[config.mk]
export PLATFORM = sky130hd
export DESIGN_NAME = counter_cmd_seq
export DESIGN_NICKNAME = d
export VERILOG_FILES = /design/src/rtl/counter_cmd_seq.sv
export SDC_FILE = /design/constraint.sdc
export NUM_CORES = 1
export LEC_CHECK = 0
export CORE_ASPECT_RATIO = 1.5
export CORE_MARGIN = 2
export CORE_UTILIZATION = 45
export DETAILED_ROUTE_END_ITERATION = 12
export GPL_TIMING_DRIVEN = 0
export PLACE_DENSITY = 0.7
export SKIP_LAST_GASP = 1
export SLEW_MARGIN = 10
export SYNTH_ARGS = -nofsm -noshare
export SYNTH_HDL_FRONTEND = slang
export SYNTH_SLANG_ARGS = --single-unit
[constraint.sdc]
create_clock -name clk -period 7.2 [get_ports clk]
set_clock_uncertainty 0.1 [all_clocks]
set_input_delay 1.44 -clock clk [delete_from_list [all_inputs] [get_ports clk]]
set_output_delay 1.44 -clock clk [all_outputs]
set_load 0.02 [all_outputs]
[src/rtl/counter_cmd_seq.sv]
// Command sequencer that drives the 4-bit counter's load/count controls from a queued command stream.
// Latency: a command pushed at edge T into an idle sequencer presents its first output cycle after edge T+2; queued commands run back to back.
// Backpressure: cmd_ready drops while the FIFO is full, during abort and while reset is high. Define CNT_SEQ_LEVEL_EN to expose fifo_level.

module counter_cmd_seq_fifo #(
    parameter int W     = 8,
    parameter int DEPTH = 4
) (
    input  logic                   clk,
    input  logic                   reset,
    input  logic                   flush,
    input  logic                   push_vld,
    input  logic [W-1:0]           push_dat,
    input  logic                   pop_vld,
    output logic [W-1:0]           pop_dat,
    output logic [$clog2(DEPTH):0] level
);
    localparam int AW = $clog2(DEPTH);

    logic [W-1:0]  mem [DEPTH];
    logic [AW-1:0] wr_ptr;
    logic [AW-1:0] rd_ptr;

    always_ff @(posedge clk) begin
        if (push_vld) mem[wr_ptr] <= push_dat;
    end

    always_ff @(posedge clk) begin
        if (reset || flush) begin
            wr_ptr <= '0;
            rd_ptr <= '0;
            level  <= '0;
        end else begin
            if (push_vld) wr_ptr <= wr_ptr + 1'b1;
            if (pop_vld)  rd_ptr <= rd_ptr + 1'b1;
            level <= level + {{AW{1'b0}}, push_vld} - {{AW{1'b0}}, pop_vld};
        end
    end

    assign pop_dat = mem[rd_ptr];
endmodule

module counter_cmd_seq #(
    parameter int DATA_W     = 4,
    parameter int LEN_W      = 8,
    parameter int FIFO_DEPTH = 4
) (
    input  logic              clk,
    input  logic              reset,
    input  logic              cmd_valid,
    output logic              cmd_ready,
    input  logic [1:0]        cmd_op,
    input  logic [DATA_W-1:0] cmd_arg,
    input  logic [LEN_W-1:0]  cmd_len,
    input  logic              abort,
    output logic [DATA_W-1:0] data_in,
    output logic              load_en,
    output logic              count_en,
    output logic              up_down,
    output logic              busy,
    output logic              done
`ifdef CNT_SEQ_LEVEL_EN
    ,
    output logic [$clog2(FIFO_DEPTH):0] fifo_level
`endif
);
    localparam int LVL_W = $clog2(FIFO_DEPTH) + 1;
    localparam logic [1:0] OP_LOAD = 2'b00;
    localparam logic [1:0] OP_UP   = 2'b01;
    localparam logic [1:0] OP_DOWN = 2'b10;

    typedef struct packed {
        logic [1:0]        op;
        logic [DATA_W-1:0] arg;
        logic [LEN_W-1:0]  len;
    } cmd_t;

    typedef enum logic {S_IDLE = 1'b0, S_RUN = 1'b1} state_t;

    state_t            state;
    cmd_t              push_cmd;
    cmd_t              head;
    logic [1:0]        cur_op;
    logic [DATA_W-1:0] cur_arg;
    logic [LEN_W-1:0]  remaining;
    logic [LEN_W-1:0]  head_len;
    logic [LVL_W-1:0]  level;
    logic              full;
    logic              empty;
    logic              push;
    logic              pop;
    logic              last;
    logic              running;

    assign full      = (level == LVL_W'(FIFO_DEPTH));
    assign empty     = (level == '0);
    assign cmd_ready = !reset && !abort && !full;
    assign push      = cmd_valid && cmd_ready;
    assign push_cmd  = '{op: cmd_op, arg: cmd_arg, len: cmd_len};

    assign running = (state == S_RUN);
    assign last    = running && (remaining == LEN_W'(1));
    assign pop     = !abort && !empty && (!running || last);
    assign busy    = running || !empty;

    // LOAD always lasts one cycle; a zero run length still occupies one cycle.
    assign head_len = (head.op == OP_LOAD || head.len == '0) ? LEN_W'(1) : head.len;

    counter_cmd_seq_fifo #(
        .W     ($bits(cmd_t)),
        .DEPTH (FIFO_DEPTH)
    ) u_fifo (
        .clk      (clk),
        .reset    (reset),
        .flush    (abort),
        .push_vld (push),
        .push_dat (push_cmd),
        .pop_vld  (pop),
        .pop_dat  (head),
        .level    (level)
    );

`ifdef CNT_SEQ_LEVEL_EN
    assign fifo_level = level;
`endif

    // Outputs are a registered image of the command executing this cycle, so they trail the FSM by one edge.
    always_ff @(posedge clk) begin
        if (reset) begin
            state     <= S_IDLE;
            cur_op    <= OP_LOAD;
            cur_arg   <= '0;
            remaining <= '0;
            data_in   <= '0;
            load_en   <= 1'b0;
            count_en  <= 1'b0;
            up_down   <= 1'b0;
            done      <= 1'b0;
        end else if (abort) begin
            state     <= S_IDLE;
            remaining <= '0;
            load_en   <= 1'b0;
            count_en  <= 1'b0;
            up_down   <= 1'b0;
            done      <= 1'b0;
        end else begin
            load_en  <= running && (cur_op == OP_LOAD);
            count_en <= running && (cur_op == OP_UP || cur_op == OP_DOWN);
            up_down  <= running && (cur_op == OP_UP);
            done     <= last;
            if (running && cur_op == OP_LOAD) data_in <= cur_arg;

            if (pop) begin
                state     <= S_RUN;
                cur_op    <= head.op;
                cur_arg   <= head.arg;
                remaining <= head_len;
            end else if (last) begin
                state <= S_IDLE;
            end else if (running) begin
                remaining <= remaining - 1'b1;
            end
        end
    end
endmodule
==> impl_metrics.env, run 1 <==
export IMPL_finalCritPeriodShare_pct=71.3
export IMPL_final_util_pct=54.6
export IMPL_switching_share_pct=20.5
export IMPL_cts_tree="yes"
export IMPL_netlist_area_um2=3650
export IMPL_drt_antenna_violating_nets=0
export IMPL_clkSinkCount=88
export IMPL_endpoint_kind="primary output"
export IMPL_synthFlopType="edfxtp_1"
export IMPL_setup_tns_ns=0
export IMPL_clk_path_buf_depth=2
export IMPL_min_from="cur_arg[1]"
export IMPL_grt_overflow=0
export IMPL_diodes=0
export IMPL_start_util_pct=45.9
export IMPL_synth_area_leaders="edfxtp_1, dfxtp_1, mux4_1, ha_1, nand3_1"
export IMPL_ioPinCount=28
export IMPL_avgViaCountPerCell=5.31
export IMPL_cts_buffers=9
export IMPL_clockRootBuffer="clkbuf_16"
export IMPL_cp_data_required_time_ns=5.66
export IMPL_hold_viol_final=0
export IMPL_cp_startpoint="abort"
export IMPL_synth_edf_count=56
export IMPL_fin_ws_ns=2.07
export IMPL_clk_pin_slew_ns=0.06
export IMPL_synth_fp_nets=283
export IMPL_dp_slack_ns=2.04
export IMPL_synth_top_family_by_area="multiplexers"
export IMPL_synth_top_area_cell="edfxtp_1"
export IMPL_fp_dieH_um=114
export IMPL_outcome="complete, no violations"
export IMPL_design_core_area_um2=7960
export IMPL_synth_common_cells="edfxtp_1, dfxtp_1, nand3_1"
export IMPL_max_cap_violations=0
export IMPL_p_per_area_nw_per_um2=242
export IMPL_finalSetupViolations=0
export IMPL_peakVddDrop_mv=0.318
export IMPL_critPathArrivalTime_ns=3.59
export IMPL_synth_xor_area_share_pct=1.44
export IMPL_ys_seq_area_share_pct=63.6
export IMPL_synth_most_common_cell="edfxtp_1"
export IMPL_nets=321
export IMPL_path_max_fanout=10
export IMPL_dp_hpwl_mm=4.40
export IMPL_synth_simple_area_share_pct=10.2
export IMPL_p_switching_mw=0.215
export IMPL_die_w_um=77.6
export IMPL_yosys_area_top_type_share_pct=46.0
export IMPL_remaining_drc_errors=0
export IMPL_combPwrFrac_pct=5.7
export IMPL_cts_hold_buf=0
export IMPL_start_kind="input port"
export IMPL_ys_types=43
export IMPL_wl_mm=6.29
export IMPL_yosysWarnings=0
export IMPL_synth_cells=254
export IMPL_internal_power_mw=0.837
export IMPL_cts_htree_levels=3
export IMPL_grtUsageTotal_pct=15.6
export IMPL_antenna_found_initial=0
export IMPL_relSlewSlack_pct=50.8
export IMPL_rsz0062_at_grt="no"
export IMPL_synth_compound_area_share_pct=6.13
export IMPL_path_class="input port to primary output"
export IMPL_drt_iter0_drc=138
export IMPL_pwr_share_seq_pct=51.9
export IMPL_min_period_ns=5.13
export IMPL_std_cell_rows=40
export IMPL_synthMuxAreaShare_pct=11.1
export IMPL_die_area_um2=8870
export IMPL_fmax_mhz=195
export IMPL_r2r_start="u_fifo.level[1]"
export IMPL_hold_class="flip-flop to flip-flop"
export IMPL_p_clk_share_pct=42.4
export IMPL_gp_congestion=0.819
export IMPL_avgSynthCellArea_um2=14.4
export IMPL_io_buffers=27
export IMPL_grt_pass1_wl_mm=10.3
export IMPL_cpMaxStageDelayCell="clkdlybuf4s50_1"
export IMPL_finalMaxSlewViolations=0
export IMPL_clk_latency_ns=0.33
export IMPL_static_leakage_power_nw=1.45
export IMPL_cts_setup_buffers=0
export IMPL_grt_max_degree=15
export IMPL_crit_chain="clkdlybuf4s50_1 > or2_2 > clkbuf_1 > clkbuf_1 > a21oi_1 > clkdlybuf4s50_1"
export IMPL_syn_to_final_growth_pct=18.9
export IMPL_ys_ff_latch=88
export IMPL_dr_pass1_iters=4
export IMPL_max_stage_delay_ns=0.62
export IMPL_via_count=2133
export IMPL_cts_resized=0
export IMPL_tightestPinTransition_ns=0.738
export IMPL_avgRoutedWirePerCell_um=15.7
export IMPL_async_reset_ff_share_pct=0
export IMPL_grt_pass1_vias=2100
export IMPL_layout_drive_gt1_share_pct=8.08
export IMPL_synthAdderAreaFrac_pct=3.97
sequential cells by signal, summed over array words and instances, names as in the netlist, named ones only:
signal and flops:
up_down 1, remaining 8, u_fifo.wr_ptr 2, u_fifo.mem 56, u_fifo.level 3, count_en 1, cur_op 2, running 1
done 1, cur_arg 4, data_in 4, u_fifo.rd_ptr 2, load_en 1
worst paths after layout:
kind	end	slack, ns	depth (start not counted)
max	cmd_ready	2.07	6
min	cur_arg[1]	0.38	2
max reg2reg	u_fifo.level[2]	3.89	13
min reg2reg	cur_arg[1]	0.38	2
layout make-up:
class,instances,area [µm²]
Buffer,15,82.6
Clock buffer,10,229
Clock inverter,6,60.1
Fill cell,653,3610
Inverter,13,48.8
Multi-Input combinational cell,138,1200
Sequential cell,88,2320
Tap cell,105,131
Timing Repair Buffer,27,270
layer usage:
metal / routed length, µm / track usage (%) / vias up
li1: - / - / 1048
met1: 2540 / 17.2 / 1038
met2: 3430 / 27.1 / 41
met3: 217 / 4.57 / 6
met4: 103 / 7.86 / 0
met5: 0 / 0 / -
power by group through the flow:
| stage | clock [mW] | sequential [mW] | combinational, mW |
|---|---|---|---|
| floorplan | 0 | 0.557 | 0.0353 |
| global placement | 0 | 0.557 | 0.0590 |
| detailed placement | 0 | 0.557 | 0.0601 |
| CTS | 0.456 | 0.547 | 0.0604 |
| global route | 0.477 | 0.547 | 0.0663 |
| finish | 0.446 | 0.547 | 0.0595 |
worst max-delay path: cells and delay by family:
kind                   cells  cell delay, ns
buffers and inverters      4            1.64
AOI/OAI and AO/OA          1            0.18
and+or+nand+nor            1            0.33
layout by cell type, fill, tap and decap left out, types with 2 or more instances in the layout:
cell type / count
edfxtp_1: 56
dfxtp_1: 32
clkdlybuf4s50_1: 27
nand3_1: 14
inv_1: 13
nor2_1: 13
mux4_1: 13
clkbuf_1: 12
a21oi_1: 11
ha_1: 10
clkbuf_16: 9
nand4_1: 8
o21ai_0: 8
nand2_1: 6
a31oi_1: 6
and2_1: 5
mux2i_1: 4
or2_2: 3
o31ai_1: 3
xor2_1: 3
xnor2_1: 3
and3_1: 3
nor3_1: 2
or4_1: 2
nand2b_1: 2
buf_2: 2
nor3b_1: 2
nand3b_1: 2
stage by stage:
step	instance area, µm²	cells	total power, mW	hold slack, ns
after floorplan	3650	254	0.592	0.353
after global placement	4050	386	0.616	0.361
after detailed placement	4050	386	0.617	0.369
after CTS	4340	402	1.06	0.377
after global routing	4340	402	1.09	0.408
final	4340	402	1.05	0.376
cell families after synthesis:
logic type	count (synthesis)
AOI/OAI and AO/OA	36
xor gates and xnor gates	6
adders and majority gates	11
buffers and inverters	28
DFF	88
muxes	18
and+or+nand+nor	67
Power figures use the tool's default switching activity.
==> run 2, diff against run 1 <==
PLACE_DENSITY = 0.73   (was 0.7)
clock period = 4.3 ns   (was 7.2 ns; I/O delays follow)
==> run 2 against run 1 <==
Net effect:
- setup slack lost 1.8 ns
- design area increased by 0.20%
- routed wire length rose by 2.8%
- hold slack hardly changed
- first-iteration DRC count increased by 29%
- critical endpoint unchanged
- cell count unchanged
- highest routed layer unchanged
- sequential power rose by 67%
- critical path depth did not move
- via count increased by 1.6%
- combinational power rose by 68%
- critical path type unchanged
- largest power group unchanged
- largest cell class unchanged
==> impl_metrics.env, run 2 (synthesis gave the netlist of run 1 again) <==
export IMPL_outcome="complete, no violations"
export IMPL_pwr_share_seq_pct=51.3
export IMPL_path_max_fanout=10
export IMPL_gp_congestion=0.868
export IMPL_relSlewSlack_pct=49.5
export IMPL_die_area_um2=8870
export IMPL_fin_area_um2=4350
export IMPL_start_kind="input port"
export IMPL_cts_setup_buffers=0
export IMPL_nFillCells=645
export IMPL_std_cell_rows=40
export IMPL_final_util_pct=54.7
export IMPL_internal_power_mw=1.41
export IMPL_grt_overflow=0
export IMPL_p_clk_share_pct=43.1
export IMPL_static_leakage_power_nw=1.47
export IMPL_clk_pin_slew_ns=0.06
export IMPL_ioPinCount=28
export IMPL_largest_reg_flops=56
export IMPL_tightestPinTransition_ns=0.758
export IMPL_via_count=2167
export IMPL_finalCritPeriodShare_pct=93.5
export IMPL_r2r_slack_ns=1.02
export IMPL_grt_max_degree=16
export IMPL_antenna_found_initial=0
export IMPL_layout_drive_gt1_share_pct=8.42
export IMPL_remaining_drc_errors=0
export IMPL_finalSetupViolations=0
export IMPL_p_per_area_nw_per_um2=410
export IMPL_multiInputGateArea_um2=1200
export IMPL_cts_tree="yes"
export IMPL_dr_pass1_iters=4
export IMPL_final_common_cell="edfxtp_1"
export IMPL_fp_dieH_um=114
export IMPL_combPwrFrac_pct=5.6
export IMPL_diodes=0
export IMPL_setup_tns_ns=0
export IMPL_switching_share_pct=21.0
export IMPL_clkSinkCount=88
export IMPL_finalMaxSlewViolations=0
export IMPL_die_w_um=77.6
export IMPL_grt_pass1_wl_mm=10.8
export IMPL_cts_resized=0
export IMPL_p_switching_mw=0.376
export IMPL_hold_viol_final=0
export IMPL_cts_buffers=9
export IMPL_drt_antenna_violating_nets=0
export IMPL_placed_area_um2=4050
export IMPL_hold_ws_ns=0.376
export IMPL_cts_hold_buf=0
export IMPL_cp_data_required_time_ns=3.34
export IMPL_endpoint_kind="primary output"
export IMPL_grtUsageTotal_pct=16.3
export IMPL_avgRoutedWirePerCell_um=16.1
export IMPL_clockRootBuffer="clkbuf_16"
export IMPL_start_util_pct=45.9
export IMPL_rsz0062_at_grt="no"
export IMPL_drt_iter0_drc=178
export IMPL_max_cap_violations=0
export IMPL_avgViaCountPerCell=5.39
export IMPL_path_class="input port to primary output"
export IMPL_final_cell_mix="edfxtp_1, dfxtp_1, clkdlybuf4s50_1"
export IMPL_hold_class="flip-flop to flip-flop"
export IMPL_cts_htree_levels=3
export IMPL_fmax_mhz=249
export IMPL_peakVddDrop_mv=0.277
export IMPL_clk_path_buf_depth=2
export IMPL_clk_latency_ns=0.34
export IMPL_grt_pass1_vias=2231
export IMPL_critPathArrivalTime_ns=3.06
export IMPL_dp_hpwl_mm=4.45
export IMPL_fin_total_pwr_mw=1.78
export IMPL_design_core_area_um2=7960
export IMPL_syn_to_final_growth_pct=19.2
export IMPL_ff_latch_area_um2=2320
export IMPL_reg_top3="u_fifo.mem: 56 flops, remaining: 8 flops"
export IMPL_regMostFlops="u_fifo.mem"
export IMPL_nets=321
export IMPL_min_period_ns=4.02
export IMPL_wl_mm=6.47
export IMPL_io_buffers=27
run 2: metal layers:
metal	track usage, %	wire length [µm]
met5	0	0
met4	8.10	129
met3	3.94	208
met2	29.3	3590
met1	17.8	2540
run 2: worst max-delay path: stages:
cell and delay [ns]:
clkdlybuf4s50_1 0.52, or2_2 0.34, clkbuf_1 0.22, clkbuf_1 0.30, a21oi_1 0.20, clkdlybuf4s50_1 0.62
run 2: final timing paths:
kind,startpoint,end,cells after the start
setup / recovery,abort,cmd_ready,6
hold / removal,cur_arg[0],cur_arg[0],2
setup reg to reg,u_fifo.level[1],u_fifo.level[2],13
hold reg to reg,cur_arg[0],cur_arg[0],2
run 2: final cells by class:
class                           count  area share [%]
Buffer                             15            1.90
Clock buffer                       10            5.26
Clock inverter                      6            1.58
Inverter                           13            1.12
Multi-Input combinational cell    138            27.5
Sequential cell                    88            53.4
Tap cell                          105            3.02
Timing Repair Buffer               27            6.21
run 2: power by group through the flow:
| stage | registers [mW] | logic (mW) | clock network [mW] |
|---|---|---|---|
| floorplan | 0.932 | 0.0592 | 0 |
| global placement | 0.933 | 0.0981 | 0 |
| detailed placement | 0.933 | 0.101 | 0 |
| CTS | 0.915 | 0.101 | 0.779 |
| global route | 0.916 | 0.112 | 0.816 |
| finish | 0.915 | 0.100 | 0.769 |
run 2: metrics by stage:
stage               cells  setup slack [ns]
floorplan             254              1.31
global placement      386             0.279
detailed placement    386             0.261
CTS                   402             0.264
global route          402             0.168
finish                402             0.277
==> run 3, diff against run 2 <==
PLACE_DENSITY = 0.68   (was 0.73)
==> run 3 against run 2 <==
Net effect:
- first-iteration DRC count fell by 8.4%
- sequential cell count stayed put
- hold slack better by 0.0054 ns
- largest power group unchanged
- highest routed layer unchanged
- clock-buffer cell count rose by 3
- die area unchanged
- critical path type unchanged
- critical path depth unchanged
- sequential share of layout area about the same
- maximum frequency increased by 1.1%
- sequential power barely moved
- via count down 1.2%
==> impl_metrics.env, run 3 (synthesis gave the netlist of run 1 again) <==
export IMPL_rsz0062_at_grt="no"
export IMPL_finalSetupViolations=0
export IMPL_cts_htree_levels=3
export IMPL_grt_pass1_vias=2115
export IMPL_diodes=0
export IMPL_start_util_pct=45.9
export IMPL_fin_total_pwr_mw=1.78
export IMPL_setup_tns_ns=0
export IMPL_std_cell_rows=40
export IMPL_outcome="complete, no violations"
export IMPL_largest_reg_flops=56
export IMPL_static_leakage_power_nw=1.47
export IMPL_max_cap_violations=0
export IMPL_via_count=2140
export IMPL_clkSinkCount=88
export IMPL_avgRoutedWirePerCell_um=16.1
export IMPL_dr_pass1_iters=6
export IMPL_grtUsageTotal_pct=16.0
export IMPL_antenna_found_initial=0
export IMPL_die_area_um2=8870
export IMPL_grt_pass1_wl_mm=10.6
export IMPL_remaining_drc_errors=0
export IMPL_cts_buffers=9
export IMPL_drt_iter0_drc=163
export IMPL_path_class="input port to primary output"
export IMPL_clk_pin_slew_ns=0.06
export IMPL_io_buffers=27
export IMPL_grtUsageMet1_pct=17.7
export IMPL_clk_path_buf_depth=2
export IMPL_p_per_area_nw_per_um2=409
export IMPL_ioPinCount=28
export IMPL_cts_tree="yes"
export IMPL_layout_drive_gt1_share_pct=8.42
export IMPL_avgViaCountPerCell=5.32
export IMPL_nets=321
export IMPL_final_cell_mix="edfxtp_1, dfxtp_1, clkdlybuf4s50_1"
export IMPL_grt_overflow=0
export IMPL_cts_setup_buffers=0
export IMPL_grt_busiest_layer="met2"
export IMPL_fp_dieH_um=114
export IMPL_fmax_mhz=251
export IMPL_clk_latency_ns=0.34
export IMPL_wl_mm=6.48
export IMPL_grt_max_degree=16
export IMPL_tightestPinTransition_ns=0.737
export IMPL_hold_viol_final=0
export IMPL_gp_congestion=0.808
export IMPL_grtUsageMet3_pct=3.94
export IMPL_endpoint_kind="primary output"
export IMPL_syn_to_final_growth_pct=19.0
export IMPL_finalCritPeriodShare_pct=92.5
export IMPL_start_kind="input port"
export IMPL_reg_top3="u_fifo.mem: 56 flops, remaining: 8 flops"
export IMPL_regMostFlops="u_fifo.mem"
export IMPL_clockRootBuffer="clkbuf_16"
export IMPL_min_period_ns=3.98
export IMPL_relSlewSlack_pct=50.9
export IMPL_cts_resized=0
export IMPL_design_core_area_um2=7960
export IMPL_met2_usage_pct=28.1
export IMPL_hold_class="flip-flop to flip-flop"
export IMPL_die_w_um=77.6
export IMPL_cp_data_required_time_ns=3.34
export IMPL_cts_hold_buf=0
export IMPL_drt_antenna_violating_nets=0
export IMPL_dp_hpwl_mm=4.48
export IMPL_finalMaxSlewViolations=0
export IMPL_path_max_fanout=10
export IMPL_peakVddDrop_mv=0.233
export IMPL_final_common_cell="edfxtp_1"
export IMPL_critPathArrivalTime_ns=3.02
## run 3: cell count changes in the layout (fill, tap and decap cells not counted)
| cell | before | now |
|---|---|---|
| clkbuf_8 | 0 | 1 |
| clkinv_2 | 2 | 0 |
| clkinv_4 | 2 | 0 |
| clkbuf_16 | 9 | 10 |
| inv_8 | 1 | 0 |
| clkbuf_2 | 0 | 1 |
| inv_4 | 0 | 2 |
| inv_6 | 0 | 1 |
| bufinv_16 | 1 | 0 |
## run 3: layout make-up
cell class,instances,area (µm²)
Fill cell,650,3610
Buffer,15,82.6
Inverter,13,48.8
Clock buffer,13,273
Clock inverter,3,21.3
Tap cell,105,131
Multi-Input combinational cell,138,1200
Sequential cell,88,2320
Timing Repair Buffer,27,270
## run 3: worst paths after layout
kind / slack (ns) / endpoint / cells past startpoint / start
hold reg to reg: 0.38 / cur_arg[2] / 2 / cur_arg[2]
hold / removal: 0.38 / cur_arg[2] / 2 / cur_arg[2]
setup reg to reg: 1.00 / u_fifo.level[2] / 13 / u_fifo.level[1]
setup / recovery: 0.32 / cmd_ready / 6 / abort
## run 3: power by group
group / internal, mW / switching [mW] / total, mW / leakage [nW]
registers: 0.909 / 0.00621 / 0.915 / 0.764
logic: 0.0459 / 0.0540 / 0.0999 / 0.553
clock network: 0.448 / 0.315 / 0.763 / 0.149
total: 1.40 / 0.376 / 1.78 / 1.47
## run 3: worst max-delay path, stage by stage
cell and delay [ns]:
clkdlybuf4s50_1 0.50, or2_2 0.33, clkbuf_1 0.21, clkbuf_1 0.30, a21oi_1 0.19, clkdlybuf4s50_1 0.62
## run 3: routing by layer
metal	vias up	part of all wire, %
met1	1033	41
met2	44	54
met3	9	2.9
met4	0	1.9
met5	-	0
li1	1054	-
## run 3: per-stage QoR
stage	std cells	area [µm²]	util (%)	hold WS [ns]	setup WS, ns
floorplan	254	3650	-	0.353	1.31
global placement	386	4050	50.9	0.362	0.288
detailed placement	386	4050	50.9	0.374	0.300
CTS	402	4350	54.6	0.382	0.297
global route	402	4350	54.6	0.403	0.229
finish	402	4350	54.6	0.381	0.321
